### src/rtl/ofm_sram_rd_stream.sv
// Read-side streamer for the 2048x8 OFM SRAM: sweeps an address window and
// streams words out on valid/ready (m_*), with credit-limited 1-word/cycle reads.
// Ports: clk, rst (sync, active-high), start/base_addr/len (command),
//   busy/done (status), sram_write_en/sram_addr/sram_rdata (SRAM),
//   m_valid/m_ready/m_data/m_last (stream).
// Optional: define OFM_RD_RELU_EN to clamp negative words to 0 at FIFO push.
module ofm_sram_rd_stream #(
  parameter int DATA_WIDTH = 8,
  parameter int ADDR_BITS  = 11,
  parameter int FIFO_DEPTH = 2
) (
  input  logic                  clk,
  input  logic                  rst,
  input  logic                  start,
  input  logic [ADDR_BITS-1:0]  base_addr,
  input  logic [ADDR_BITS:0]    len,
  output logic                  busy,
  output logic                  done,
  output logic                  sram_write_en,
  output logic [ADDR_BITS-1:0]  sram_addr,
  input  logic [DATA_WIDTH-1:0] sram_rdata,
  output logic                  m_valid,
  input  logic                  m_ready,
  output logic [DATA_WIDTH-1:0] m_data,
  output logic                  m_last
);

  localparam logic [1:0] S_IDLE  = 2'd0;
  localparam logic [1:0] S_RUN   = 2'd1;
  localparam logic [1:0] S_DRAIN = 2'd2;

  localparam logic [2:0] DEPTH = 3'(FIFO_DEPTH);

  logic [1:0]            state_q, state_d;
  logic [ADDR_BITS-1:0]  addr_q, addr_d;
  logic [ADDR_BITS:0]    rd_rem_q, rd_rem_d;
  logic [ADDR_BITS:0]    out_rem_q, out_rem_d;
  logic                  pend_q, pend_d;
  logic                  done_q, done_d;
  logic [DATA_WIDTH-1:0] mem_q [2];
  logic [DATA_WIDTH-1:0] mem_d [2];
  logic                  wr_ptr_q, wr_ptr_d;
  logic                  rd_ptr_q, rd_ptr_d;
  logic [1:0]            cnt_q, cnt_d;

  logic                  pop;
  logic                  push;
  logic                  issue;
  logic [2:0]            occ;
  logic [DATA_WIDTH-1:0] push_data;

  assign sram_write_en = 1'b0;
  assign sram_addr     = addr_q;
  assign busy          = (state_q != S_IDLE);
  assign done          = done_q;
  assign m_valid       = (cnt_q != 2'd0);
  assign m_data        = mem_q[rd_ptr_q];
  assign m_last        = m_valid & (out_rem_q == 1);

  assign pop  = m_valid & m_ready;
  assign push = pend_q;

  // Buffer occupancy after this cycle's pop, counting the read in flight.
  assign occ = {1'b0, cnt_q} + {2'b0, pend_q} - {2'b0, pop};

  assign issue = (state_q == S_RUN) && (rd_rem_q != 0) && (occ < DEPTH);

`ifdef OFM_RD_RELU_EN
  assign push_data = sram_rdata[DATA_WIDTH-1] ? '0 : sram_rdata;
`else
  assign push_data = sram_rdata;
`endif

  always_comb begin
    state_d   = state_q;
    addr_d    = addr_q;
    rd_rem_d  = rd_rem_q;
    out_rem_d = out_rem_q;
    done_d    = 1'b0;
    pend_d    = issue;
    mem_d     = mem_q;
    wr_ptr_d  = wr_ptr_q;
    rd_ptr_d  = rd_ptr_q;
    cnt_d     = cnt_q + {1'b0, push} - {1'b0, pop};

    case (state_q)
      S_IDLE: begin
        if (start) begin
          if (len != 0) begin
            state_d   = S_RUN;
            addr_d    = base_addr;
            rd_rem_d  = len;
            out_rem_d = len;
          end else begin
            done_d = 1'b1;
          end
        end
      end
      S_RUN: begin
        if (issue) begin
          addr_d   = addr_q + 1'b1;
          rd_rem_d = rd_rem_q - 1'b1;
          if (rd_rem_q == 1)
            state_d = S_DRAIN;
        end
      end
      S_DRAIN: begin
        if (pop && m_last) begin
          state_d = S_IDLE;
          done_d  = 1'b1;
        end
      end
      default: state_d = S_IDLE;
    endcase

    if (pop) begin
      out_rem_d = out_rem_q - 1'b1;
      rd_ptr_d  = ~rd_ptr_q;
    end
    if (push) begin
      mem_d[wr_ptr_q] = push_data;
      wr_ptr_d        = ~wr_ptr_q;
    end
  end

  always_ff @(posedge clk) begin
    if (rst) begin
      state_q   <= S_IDLE;
      addr_q    <= '0;
      rd_rem_q  <= '0;
      out_rem_q <= '0;
      pend_q    <= 1'b0;
      done_q    <= 1'b0;
      mem_q[0]  <= '0;
      mem_q[1]  <= '0;
      wr_ptr_q  <= 1'b0;
      rd_ptr_q  <= 1'b0;
      cnt_q     <= '0;
    end else begin
      state_q   <= state_d;
      addr_q    <= addr_d;
      rd_rem_q  <= rd_rem_d;
      out_rem_q <= out_rem_d;
      pend_q    <= pend_d;
      done_q    <= done_d;
      mem_q[0]  <= mem_d[0];
      mem_q[1]  <= mem_d[1];
      wr_ptr_q  <= wr_ptr_d;
      rd_ptr_q  <= rd_ptr_d;
      cnt_q     <= cnt_d;
    end
  end

`ifndef SYNTHESIS
  always_ff @(posedge clk) begin
    if (!rst) begin
      assert (!(issue && (occ >= DEPTH)))
        else $error("read issued without buffer credit");
      assert (!(push && !pop && (cnt_q == 2'd2)))
        else $error("output buffer overflow");
      assert (!sram_write_en)
        else $error("write enable asserted");
    end
  end
`endif

endmodule

### config.mk
export PLATFORM = sky130hd
export DESIGN_NAME = ofm_sram_rd_stream
export DESIGN_NICKNAME = d
export VERILOG_FILES = /design/src/rtl/ofm_sram_rd_stream.sv
export SDC_FILE = /design/constraint.sdc
export NUM_CORES = 1
export LEC_CHECK = 0
export BUFFER_PORTS_ARGS = -buffer_cell sky130_fd_sc_hd__buf_2
export CORE_UTILIZATION = 45
export DETAILED_ROUTE_END_ITERATION = 8
export PLACE_DENSITY = 0.66
export RECOVER_POWER = 25
export SYNTH_ARGS = -nofsm -noshare
export SYNTH_HDL_FRONTEND = slang
export SYNTH_SLANG_ARGS = --single-unit
### constraint.sdc
create_clock -name clk -period 3.7 [get_ports clk]
set_input_delay 0.185 -clock clk [delete_from_list [all_inputs] [get_ports clk]]
set_output_delay 0.185 -clock clk [all_outputs]
set_load 0.02 [all_outputs]
==> results.toml <==
[outcome]
run_status = "complete, no violations"

[critical_path]
cp-start-kind = "flip-flop"
cpPeakStageDelay_ns = 0.49
cpMostUsedCell = "o21ai_0"
worstSetupPathType = "reg -> reg"
worstPathMaxFanout = 12
cp-end-kind = "flip-flop"
cp.required_ns = 3.95
arrival_ns = 3.38
crit_chain = "o21a_1 -> nand2_1 -> o21ai_0 -> ha_1 -> fa_1 -> o21ai_0 -> and3_1 -> buf_4 -> a21oi_1 -> a311oi_2"
cp_slowest_cell = "fa_1"

[sta]
slew_violations = 0
fin_crit_sh_pct = 84.4
tns_ns = 0
rsz0062_at_grt = "false"
tightest_slew_ns = 0.757
period_needed_ns = 3.12
setup_viol_count_final = 0
fmax_mhz = 320
relSlewSlack_pct = 49.5
skew_ns = 0.00755
finalHoldViolCount = 0

[detailed_routing]
vias_per_cell = 5.83
dr.max_layer_used = "met4"
dr_total_vias = 3335
routedWlPerCell_um = 16.2
drt_iter0_markers = 165
wl_met1_um = 4350
dr_wl_met2_um = 4270
drt-pass1-iter-count = 4
wl_um = 9250
ant_nets = 0
drcViolationCount = 0
route.met3.wl_um = 528

[clock_tree]
cts_resized = 0
cts_root_buffer = "clkbuf_8"
cts_inserted_buffers = 9
cts_hold_buf = 0
clock_latency_ns = 0.34
cts_tree = "built"
cts_num_sinks = 59
clk_path_buf_depth = 2
clk_pin_slew_worst_paths_ns = 0.07
cts_setup_buffers = 0
htree_levels = 3

[synth]
yosys-top-cells-area = "dfxtp_1 (35%), nand2_1 (7.6%), a21oi_1 (6.6%)"
synth_edf_count = 0
synth_top_area_share_pct = 34.8
async_reset_ff_share_pct = 0
synth_nets = 467
ys_warn_count = 0
ys_dominant_reg_cell = "dfxtp_1"
netlist_area_um2 = 3400
synth.avg_cell_area_um2 = 8.01
ys_types = 64
yosysTopAreaCell = "dfxtp_1"
syn_inst = 424
ys_ff_latch = 59
yosysSeqAreaShare_pct = 34.8

[floorplanning]
dieArea_um2 = 7900
core_area_um2 = 7290
die_h_um = 88.9
initial_utilization_pct = 46.6
rows = 31
ioPinCount = 59
chipWidth_um = 88.9

[pwr]
ir_worst_vdd_mv = 0.331
total_power_uw = 2700
cellPowerDensity_nw_per_um2 = 696
leakage_uw = 0.00144

[cells_and_area]
area_growth_pct = 14.4
finalNetCount = 511
antenna_cells = 0
drive_gt1_share_pct = 18.0
fin_cells = 572
fillers = 759

[global_routing]
grt_usage_pct = 24.3
grt_max_degree = 45
overflow = 0
grt_pass1_wl_um = 14400
grt_pass1_vias = 2810
antenna_found_initial = 0

[placement]
port_buffers = 57
dp.cells = 556
dp_hpwl_um = 6520
gp_congestion = 0.918

[worst_hold_path]
min_path_type = "in -> reg"

[run]
drv_cap = 0
-- cell usage after synthesis (all sizes together) (7+ instances only) --
cell type / instances
a21oi: 45
a31oi: 10
buf: 16
clkbuf: 11
dfxtp: 59
ha: 7
inv: 9
mux2: 8
nand2: 70
nand3: 21
nor2: 22
nor2b: 8
nor3: 12
nor4: 9
o211ai: 7
o21ai: 17
o31ai: 12
-- registers in the layout (all words and copies together) (netlist names) --
signal     count
cnt_q          2
done           1
mem_q         16
out_rem_q     12
pend_q         1
rd_ptr_q       1
rd_rem_q      12
sram_addr     11
state_q        2
wr_ptr_q       1
-- kinds of logic after synthesis --
logic type / Yosys count / share of synthesized area [%]
muxes: 11 / 3.54
adders and majority gates: 8 / 3.17
other: 1 / 0.110
DFF: 59 / 34.8
xor gates and xnor gates: 3 / 0.774
and+or+nand+nor: 176 / 27.5
buffers and inverters: 36 / 4.57
AOI/OAI and AO/OA: 130 / 25.5
-- worst paths after layout --
kind / start / endpoint / slack, ns / cells past startpoint
worst max-delay path: cnt_q[1]$_SDFF_PP0_ / rd_rem_q[9]$_SDFFE_PP0P_ / 0.58 / 10
worst min-delay path: sram_rdata[3] / mem_q[11]$_SDFFE_PP0P_ / 0.09 / 3
worst max register to register: cnt_q[1]$_SDFF_PP0_ / rd_rem_q[9]$_SDFFE_PP0P_ / 0.58 / 10
worst min register to register: mem_q[7]$_SDFFE_PP0P_ / mem_q[7]$_SDFFE_PP0P_ / 0.45 / 2
-- layout by cell type (no fill, tap or decap), drive strengths merged, types with 2 or more instances in the layout --
| cell type | count |
|---|---|
| a22o | 2 |
| xnor2 | 3 |
| nand3 | 21 |
| a311oi | 3 |
| o21a | 2 |
| or4 | 4 |
| o31a | 6 |
| nor3b | 2 |
| a211oi | 6 |
| nand2 | 70 |
| or2 | 3 |
| o211ai | 7 |
| o31ai | 12 |
| a21oi | 45 |
| nor3 | 12 |
| a2111oi | 2 |
| or3 | 4 |
| ha | 7 |
| mux2 | 8 |
| dfxtp | 59 |
| a41oi | 2 |
| a31oi | 10 |
| and3 | 3 |
| nor2 | 22 |
| nand2b | 6 |
| clkbuf | 25 |
| o311ai | 3 |
| mux2i | 3 |
| buf | 47 |
| o41ai | 4 |
| nor4 | 9 |
| nand4 | 6 |
| o21ai | 17 |
| clkinvlp | 2 |
| a32o | 2 |
| and4 | 3 |
| nor2b | 8 |
| inv | 9 |
-- worst max-delay path: cells and delay by family, from the launching register on --
kind / cells / cell delay, ns
adders and majority gates: 2 / 0.67
and+or+nand+nor: 2 / 0.65
DFF: 1 / 0.38
buffers and inverters: 1 / 0.27
AOI/OAI and AO/OA: 5 / 1.07
-- routing by layer --
| metal | vias up | GRT usage, % |
|---|---|---|
| li1 | 1661 | - |
| met1 | 1559 | 34.2 |
| met2 | 105 | 37.3 |
| met3 | 10 | 5.69 |
| met4 | 0 | 6.60 |
| met5 | - | 0 |
-- layout make-up --
cell class | instances | area, um2 | share of cell area, %
clock buffer | 12 | 145 | 3.74
multi-input combinational | 329 | 2060 | 53.0
sequential | 59 | 1180 | 30.4
timing repair buffer | 60 | 292 | 7.50
inverter | 9 | 33.8 | 0.870
clock inverter | 4 | 50.0 | 1.29
tap | 99 | 124 | 3.19
-- report_power, final --
part	internal, uW	switching [uW]	leakage [uW]
Clock	329	261	0.0000926
Sequential	762	183	0.000483
Combinational	411	757	0.000863
Total	1500	1200	0.00144
-- per-stage QoR --
step | utilization (%) | area, um2 | worst slack, ns | hold WS, ns
3_5_place_dp | 50.8 | 3710 | 0.654 | 0.445
3_3_place_gp | 50.8 | 3710 | 0.690 | 0.439
6_report | 53.3 | 3880 | 0.577 | 0.0914
5_1_grt | 53.3 | 3880 | 0.336 | 0.0716
4_1_cts | 53.5 | 3900 | 0.612 | 0.0788
2_1_floorplan | - | 3400 | 0.948 | 0.321
(Power assumes the default switching activity.)
